File: src/rtl/core_pkg.sv
// Shared definitions for the RV32I core's hazard/stall control.
//   state_t      : memory-wait FSM states (RUN, WAIT)
//   FWD_*        : execute operand forwarding selects
//   RES_LOAD     : ResultSrcE encoding that marks a load in execute
//   fwd_sel()    : forwarding priority for one execute source operand
package core_pkg;

    typedef enum logic {
        RUN  = 1'b0,
        WAIT = 1'b1
    } state_t;

    localparam logic [1:0] FWD_RF   = 2'b00;
    localparam logic [1:0] FWD_WB   = 2'b01;
    localparam logic [1:0] FWD_MEM  = 2'b10;
    localparam logic [1:0] RES_LOAD = 2'b01;

    // The memory stage holds the younger result, so it wins over writeback.
    // x0 is never forwarded.
    function automatic logic [1:0] fwd_sel(
        input logic [4:0] rs,
        input logic [4:0] rd_m,
        input logic [4:0] rd_w,
        input logic       we_m,
        input logic       we_w
    );
        if (we_m && rd_m != 5'd0 && rd_m == rs)
            return FWD_MEM;
        else if (we_w && rd_w != 5'd0 && rd_w == rs)
            return FWD_WB;
        else
            return FWD_RF;
    endfunction

endpackage

File: src/rtl/hazard_fwd_unit.sv
// Combinational operand forwarding and load-use detection.
// Ports:
//   rs1D, rs2D           decode-stage sources
//   rs1E, rs2E, rdE      execute-stage sources / destination
//   ResultSrcE           execute result select (RES_LOAD marks a load)
//   rdM, rdW             memory / writeback destinations
//   RegWriteM, RegWriteW register-write enables
//   ForwardAE, ForwardBE operand selects for the execute stage
//   lw_stall             load in execute feeds an instruction in decode
module hazard_fwd_unit
    import core_pkg::*;
(
    input  logic [4:0] rs1D,
    input  logic [4:0] rs2D,
    input  logic [4:0] rs1E,
    input  logic [4:0] rs2E,
    input  logic [4:0] rdE,
    input  logic [1:0] ResultSrcE,
    input  logic [4:0] rdM,
    input  logic [4:0] rdW,
    input  logic       RegWriteM,
    input  logic       RegWriteW,
    output logic [1:0] ForwardAE,
    output logic [1:0] ForwardBE,
    output logic       lw_stall
);

    logic [1:0][4:0] rs_e;
    logic [1:0][1:0] fwd;

    assign rs_e = {rs2E, rs1E};

    for (genvar i = 0; i < 2; i++) begin : g_op
        assign fwd[i] = fwd_sel(rs_e[i], rdM, rdW, RegWriteM, RegWriteW);
    end

    assign ForwardAE = fwd[0];
    assign ForwardBE = fwd[1];

    assign lw_stall = (ResultSrcE == RES_LOAD) && (rdE != 5'd0) &&
                      ((rdE == rs1D) || (rdE == rs2D));

endmodule

File: src/rtl/hazard_ctrl.sv
// Pipeline hazard and stall controller for the 5-stage RV32I core.
// Forwarding selects, load-use stalls, branch/jump flushes, and the
// data-memory wait sequencer with timeout abort.
// Optional feature macro: HAZARD_PERF_EN (saturating performance counters;
// without it the counter ports read 0).
// Ports:
//   clk, reset (async, active-low)
//   rs1D/rs2D, rs1E/rs2E/rdE, ResultSrcE, PCSrcE, rdM/rdW,
//   RegWriteM/RegWriteW, MemAccessM, dmem_ack, err_clr       : inputs
//   ForwardAE/ForwardBE                                      : operand selects
//   StallF/StallD/StallE/StallM, FlushD/FlushE/FlushW        : pipeline control
//   mem_err                                                  : sticky timeout flag
//   lw_stall_cnt, mem_stall_cnt, flush_cnt                   : perf counters
module hazard_ctrl
    import core_pkg::*;
#(
    parameter int MEM_TIMEOUT = 16,
    parameter int CNT_W       = 32
) (
    input  logic             clk,
    input  logic             reset,
    input  logic [4:0]       rs1D,
    input  logic [4:0]       rs2D,
    input  logic [4:0]       rs1E,
    input  logic [4:0]       rs2E,
    input  logic [4:0]       rdE,
    input  logic [1:0]       ResultSrcE,
    input  logic             PCSrcE,
    input  logic [4:0]       rdM,
    input  logic [4:0]       rdW,
    input  logic             RegWriteM,
    input  logic             RegWriteW,
    input  logic             MemAccessM,
    input  logic             dmem_ack,
    input  logic             err_clr,
    output logic [1:0]       ForwardAE,
    output logic [1:0]       ForwardBE,
    output logic             StallF,
    output logic             StallD,
    output logic             StallE,
    output logic             StallM,
    output logic             FlushD,
    output logic             FlushE,
    output logic             FlushW,
    output logic             mem_err,
    output logic [CNT_W-1:0] lw_stall_cnt,
    output logic [CNT_W-1:0] mem_stall_cnt,
    output logic [CNT_W-1:0] flush_cnt
);

    // Last wait count before the access is given up.
    localparam logic [7:0] WAIT_LAST = 8'(MEM_TIMEOUT - 1);

    state_t     state;
    logic [7:0] wait_cnt;
    logic       lw_stall;
    logic       mem_stall;
    logic       abort;

    hazard_fwd_unit u_fwd (
        .rs1D       (rs1D),
        .rs2D       (rs2D),
        .rs1E       (rs1E),
        .rs2E       (rs2E),
        .rdE        (rdE),
        .ResultSrcE (ResultSrcE),
        .rdM        (rdM),
        .rdW        (rdW),
        .RegWriteM  (RegWriteM),
        .RegWriteW  (RegWriteW),
        .ForwardAE  (ForwardAE),
        .ForwardBE  (ForwardBE),
        .lw_stall   (lw_stall)
    );

    // The abort cycle drops the stall so the pipeline moves on; FlushW
    // kills the failed access's writeback.
    assign abort     = (state == WAIT) && !dmem_ack && (wait_cnt == WAIT_LAST);
    assign mem_stall = MemAccessM && !dmem_ack && !abort;

    assign StallF = lw_stall | mem_stall;
    assign StallD = lw_stall | mem_stall;
    assign StallE = mem_stall;
    assign StallM = mem_stall;
    // Execute is frozen during a wait, so a pending redirect is simply
    // deferred to the release cycle.
    assign FlushD = PCSrcE & ~mem_stall;
    assign FlushE = (lw_stall | PCSrcE) & ~mem_stall;
    assign FlushW = mem_stall | abort;

    always_ff @(posedge clk or negedge reset) begin
        if (!reset) begin
            state    <= RUN;
            wait_cnt <= '0;
            mem_err  <= 1'b0;
        end else begin
            case (state)
                RUN: begin
                    if (MemAccessM && !dmem_ack) begin
                        state    <= WAIT;
                        wait_cnt <= 8'd1;
                    end
                end
                WAIT: begin
                    if (dmem_ack || abort)
                        state <= RUN;
                    else
                        wait_cnt <= wait_cnt + 8'd1;
                end
                default: state <= RUN;
            endcase
            // Set has priority over clear.
            if (abort)
                mem_err <= 1'b1;
            else if (err_clr)
                mem_err <= 1'b0;
        end
    end

`ifdef HAZARD_PERF_EN
    logic [CNT_W-1:0] lw_q, ms_q, fl_q;

    always_ff @(posedge clk or negedge reset) begin
        if (!reset) begin
            lw_q <= '0;
            ms_q <= '0;
            fl_q <= '0;
        end else begin
            if (lw_stall && !mem_stall && lw_q != '1)
                lw_q <= lw_q + CNT_W'(1);
            if (mem_stall && ms_q != '1)
                ms_q <= ms_q + CNT_W'(1);
            if (FlushD && fl_q != '1)
                fl_q <= fl_q + CNT_W'(1);
        end
    end

    assign lw_stall_cnt  = lw_q;
    assign mem_stall_cnt = ms_q;
    assign flush_cnt     = fl_q;
`else
    assign lw_stall_cnt  = '0;
    assign mem_stall_cnt = '0;
    assign flush_cnt     = '0;
`endif

endmodule

File: config.mk
export PLATFORM = sky130hd
export DESIGN_NAME = hazard_ctrl
export DESIGN_NICKNAME = d
export VERILOG_FILES = /design/src/rtl/core_pkg.sv /design/src/rtl/hazard_fwd_unit.sv /design/src/rtl/hazard_ctrl.sv
export SDC_FILE = /design/constraint.sdc
export NUM_CORES = 1
export LEC_CHECK = 0
export CELL_PAD_IN_SITES_DETAIL_PLACEMENT = 1
export CELL_PAD_IN_SITES_GLOBAL_PLACEMENT = 2
export CORE_UTILIZATION = 32
export CTS_BUF_LIST = sky130_fd_sc_hd__clkbuf_2 sky130_fd_sc_hd__clkbuf_4 sky130_fd_sc_hd__clkbuf_8
export CTS_CLUSTER_DIAMETER = 200
export DETAILED_ROUTE_END_ITERATION = 16
export DONT_BUFFER_PORTS = 1
export PLACE_DENSITY_LB_ADDON = 0.1
export SYNTH_ARGS = -nofsm -noshare
export SYNTH_HDL_FRONTEND = slang
export SYNTH_SLANG_ARGS = --single-unit
File: constraint.sdc
create_clock -name clk -period 2.1 [get_ports clk]
set_clock_uncertainty 0.15 [all_clocks]
set_input_delay 0.21 -clock clk [delete_from_list [all_inputs] [get_ports clk]]
set_output_delay 0.21 -clock clk [all_outputs]
set_load 0.01 [all_outputs]
==> flow_summary.ini, run 1 <==
[clock_tree]
clock-sinks = 10
cts_made_buffers = 3
insertion_delay_ps = 240
path_clk_slew_ps = 50
cts_htree_levels = 1
clock_tree.root_cell = clkbuf_8
cts_tree = yes
cts.path.max_buffers = 2

[critical_path]
start_kind = flip-flop
cp_max_fo = 5
path_class = reg2out
cp-end-kind = output pin
worstPathRequired_ps = 1740
arrival_ps = 1680

[placed_design]
dpl_worst_slack_ps = 136.3
dp_hpwl_um = 2928
port-buffer-count = 0
routabilityCongestion = 0.8019
dpl-instance-area_sq_um = 1423

[floorplanning]
die_y_um = 74.55
fp-row-count = 26
initial_utilization = 0.3319
die_w_um = 74.55
dieArea_sq_um = 5557
core-area_sq_um = 5075
io_pins = 153

[timing]
final-setup-viol-count = 0
post-route-period-util = 0.9691
slew_headroom = 0.4982
max_freq_ghz = 0.4914
worst_slew_pin_slew_ps = 745.9
setup_slack_ps = 64.82
rsz0062_at_grt = yes
finalHoldViolCount = 0
layout_min_cycle_time_ps = 2035
slew_violations = 0

[cells_and_area]
post-route-cell-area_sq_um = 1553
n_fill_cell = 670
syn2layout_area_growth_pct = -7.801
nNetsFinal = 265
multi_input_area_sq_um = 1072
postLayoutCoreUtil = 0.3060
ff_latch_area_sq_um = 252.7
antenna_cells = 0
drive_gt1_frac = 0.1106

[synthesis]
synth_most_common_cell = buf_4
synth_seq_cells = 10
yosysTopAreaCellShare = 0.4368
ys_seq_area_frac = 0.1486
synthCells = 205
synth_ff_type = dfrtp_1
synth_commonest_cells = 98 x buf_4, 25 x xor2_1, 10 x dfrtp_1
synth_area_leader_cell = buf_4
netlist-cell-type-count = 32
syn_area_sq_um = 1684
ys_top_cells_by_area = buf_4 44%, dfrtp_1 15%, xor2_1 13%
synthArstFlopShare = 1.000
synth_edf_count = 0
syn_area_per_cell_sq_um = 8.215
yosysWarnings = 0

[power_and_ir_drop]
p_per_area_nw_per_um2 = 440.1
power_switching_mw = 0.2574
p_sw_frac = 0.3766
seqPwrFrac = 0.350
irDropWorstVdd_mv = 0.2456
internal_power_mw = 0.4260
pwr-share-comb = 0.352
leakage_nw = 0.7553
p_clk_frac = 0.298

[global_routing]
grt_pass1_vias = 975
grt_overflow = 0
track_usage = 0.1045
antenna_found_initial = 0
grt_max_degree = 11
grt_pass1_wl_um = 4429

[flow_run]
maxCapViolations = 0

[routing]
wire_per_inst_um = 11.78
detail-route-antenna-nets = 0
viasPerCell = 3.899
drtIter0Drc = 23
vias = 1119
drc = 0
wirelength_um = 3380
drt_first_pass_iters = 6

[run_status]
status = complete, no violations

[hold_path]
min_path_type = in2reg
power groups by stage:
stage / sequential (mW) / combinational (mW) / clock (mW)
after global routing: 0.242 / 0.270 / 0.218
after CTS: 0.238 / 0.237 / 0.211
final: 0.239 / 0.240 / 0.204
after detailed placement: 0.242 / 0.205 / 0
after floorplan: 0.235 / 0.315 / 0
after global placement: 0.241 / 0.200 / 0
per-layer routing:
| layer | GRT usage | wire, um | up-vias |
|---|---|---|---|
| li1 | - | - | 511 |
| met1 | 0.1165 | 1267 | 518 |
| met2 | 0.1912 | 1631 | 87 |
| met3 | 0.02981 | 450 | 3 |
| met4 | 0.03145 | 31 | 0 |
| met5 | 0 | 0 | - |
worst paths after layout:
kind                               end         from  cells past startpoint  slack (ps)
hold / removal             wait_cnt[5]     dmem_ack                      3         150
min in group asynchronous  wait_cnt[2]        reset                      1         220
setup / recovery                FlushE  wait_cnt[5]                      5          60
max in group asynchronous  wait_cnt[4]        reset                      1        1220
setup reg to reg           wait_cnt[2]  wait_cnt[5]                      5         200
hold reg to reg            wait_cnt[0]  wait_cnt[0]                      2         420
sequential cells by signal, indices dropped and copies added, names as in the netlist:
| register | flops |
|---|---|
| state | 1 |
| mem_err | 1 |
| wait_cnt | 8 |
final cells by class:
class                      count  share of cell area
timing repair buffer          12             0.06124
clock buffer                   3             0.02659
multi-input combinational    191              0.6906
sequential                    10              0.1628
tap                           70             0.05641
inverter                       1            0.002417
critical path, cell delays in order, from the launching register on:
cell,delay [ps]
dfrtp_2,430
nor4_4,300
a31oi_1,120
buf_4,180
or2_4,240
o21bai_4,160
layout by cell type, fill, tap and decap left out, drive strengths merged, types with 2 or more instances in the layout:
cell / instances
dfrtp: 10
nand2b: 2
a31oi: 2
nor4: 5
buf: 10
nand3: 4
or2: 2
dlygate4sd3: 2
nand2: 2
xor2: 25
nor3: 4
clkbuf: 3
or4: 7
conb: 96
o21bai: 2
nor2b: 3
a21oi: 4
xnor2: 9
nor2: 8
o21ai: 7
logic make-up after synthesis:
| logic type | Yosys count | synth area share |
|---|---|---|
| and+or+nand+nor | 41 | 0.1560 |
| buffers and inverters | 99 | 0.4391 |
| adders and majority gates | 1 | 0.007428 |
| xor gates and xnor gates | 34 | 0.1768 |
| AOI/OAI and AO/OA | 19 | 0.06983 |
| DFF | 10 | 0.1486 |
| other | 1 | 0.002227 |
through the flow:
stage / hold slack [ps] / power, mW / TNS [ps] / cells
floorplan: -235.6 / 0.5506 / 0 / 300
global placement: -235.2 / 0.4408 / 0 / 276
detailed placement: -235.2 / 0.4477 / 0 / 276
CTS: 150.3 / 0.6854 / 0 / 286
global route: 169.7 / 0.7309 / -20.68 / 287
finish: 153.6 / 0.6834 / 0 / 287
what timing repair did:
action | in CTS | in global routing
endpoints found under the hold margin | 11 | 0
pin swaps | 2 | 5
resized for setup | 6 | 1
hold buffers | 2 | 0
buffers inserted | 5 | 1
endpoints found under the setup margin | 1 | 3
gates cloned | 0 | 0
Power figures use the tool's default switching activity.
==> inputs of run 2 (changes only) <==
--- a/config.mk
+++ b/config.mk
@@ -12,7 +12,8 @@
 export CTS_CLUSTER_DIAMETER = 200
 export DETAILED_ROUTE_END_ITERATION = 16
 export DONT_BUFFER_PORTS = 1
-export PLACE_DENSITY_LB_ADDON = 0.1
+export PLACE_DENSITY_LB_ADDON = 0.08
+export SKIP_CTS_REPAIR_TIMING = 1
 export SYNTH_ARGS = -nofsm -noshare
 export SYNTH_HDL_FRONTEND = slang
 export SYNTH_SLANG_ARGS = --single-unit
==> flow_summary.ini, run 2 (synthesis gave the netlist of run 1 again) <==
[timing]
final-setup-viol-count = 0
layout_min_cycle_time_ps = 2026
setup_tns_ps = 0
setup_slack_ps = 74.32
finalHoldViolCount = 0
max_freq_ghz = 0.4937
hold_ws_ps = 142.1
slew_violations = 0
rsz0062_at_grt = no
worst_slew_pin_slew_ps = 796.1
slew_headroom = 0.4643
post-route-period-util = 0.9646

[run_status]
status = complete, no violations

[cells_and_area]
final_cell_mix = 96 x conb_1, 25 x xor2_1, 10 x dfrtp_1
drive_gt1_frac = 0.08920
largest_reg_flops = 8
antenna_cells = 0
post-route-cell-area_sq_um = 1519
multi_input_area_sq_um = 1067
largestRegisters = wait_cnt x8, mem_err x1, state x1
final_cell_count_no_fill = 283
layout_commonest_cell = conb_1
nNetsFinal = 261
syn2layout_area_growth_pct = -9.807
n_fill_cell = 666
largest-register = wait_cnt
ff_latch_area_sq_um = 250.2

[flow_run]
maxCapViolations = 0

[floorplanning]
dieArea_sq_um = 5557
core-area_sq_um = 5075
io_pins = 153
die_w_um = 74.55
die_y_um = 74.55
initial_utilization = 0.3319
fp-row-count = 26

[global_routing]
grt_pass1_wl_um = 4554
antenna_found_initial = 0
track_usage = 0.1060
grt_max_degree = 11
grt_pass1_vias = 977
grt_overflow = 0

[routing]
drc = 0
wire_per_inst_um = 11.66
drtIter0Drc = 11
drt_first_pass_iters = 6
viasPerCell = 3.869
wirelength_um = 3299
detail-route-antenna-nets = 0
vias = 1095

[critical_path]
path_class = reg2out
slowest_stage = dfrtp_1
cp_max_fo = 6
worstPathRequired_ps = 1740
cp_cell_sequence = nor4_4, a31oi_2, or2_2, o21bai_2
cp-end-kind = output pin
arrival_ps = 1670
start_kind = flip-flop
critPathMaxStageDelay_ps = 440

[placed_design]
dp_cells = 276
dp_hpwl_um = 2881
port-buffer-count = 0
routabilityCongestion = 0.8294
dpl_worst_slack_ps = 198.8
dpl-instance-area_sq_um = 1423

[clock_tree]
cts_tree = yes
path_clk_slew_ps = 50
clock_tree.root_cell = clkbuf_8
clock-sinks = 10
cts.path.max_buffers = 2
cts_made_buffers = 3
insertion_delay_ps = 240
cts_htree_levels = 1

[power_and_ir_drop]
leakage_nw = 0.7439
p_per_area_nw_per_um2 = 445.8
irDropWorstVdd_mv = 0.1563

[hold_path]
min_path_type = in2reg
run 2: worst max-delay path: cells and delay by family, from the launching register on:
kind,cells,cell delay [ps]
DFF,1,440
and+or+nand+nor,2,670
AOI/OAI and AO/OA,2,320
run 2: through the flow:
stage / util / total power, mW
2_1_floorplan: - / 0.5506
3_3_place_gp: 0.2803 / 0.4404
3_5_place_dp: 0.2803 / 0.4447
4_1_cts: 0.2885 / 0.6502
5_1_grt: 0.2993 / 0.7294
6_report: 0.2993 / 0.6772
run 2: worst paths after layout:
kind	start	to	slack (ps)	cells after the start
worst max register to register	wait_cnt[5]	wait_cnt[2]	280	4
max in group asynchronous	reset	wait_cnt[6]	1250	1
worst min register to register	wait_cnt[0]	wait_cnt[0]	430	2
worst min-delay path	dmem_ack	mem_err	140	2
min in group asynchronous	reset	wait_cnt[5]	220	1
worst max-delay path	wait_cnt[5]	FlushE	70	4
run 2: layer usage:
metal / global-route usage / up-vias / part of all wire / wire length [um]
met2: 0.1872 / 83 / 0.49 / 1615
met3: 0.03388 / 4 / 0.14 / 456
met4: 0.03774 / 0 / 0.012 / 38
met5: 0 / - / 0 / 0
li1: - / 502 / - / -
met1: 0.1193 / 506 / 0.36 / 1188
run 2: area by class of cell:
| type | count | share of cell area |
|---|---|---|
| tap | 70 | 0.05766 |
| multi-input combinational | 191 | 0.7026 |
| sequential | 10 | 0.1647 |
| timing repair buffer | 8 | 0.04530 |
| inverter | 1 | 0.002471 |
| clock buffer | 3 | 0.02718 |
run 2: power by group:
group | leakage [nW] | switching, mW | internal (mW)
clock network | 0.0216 | 0.0744 | 0.125
logic | 0.589 | 0.156 | 0.0844
registers | 0.133 | 0.0213 | 0.215
total | 0.744 | 0.252 | 0.425
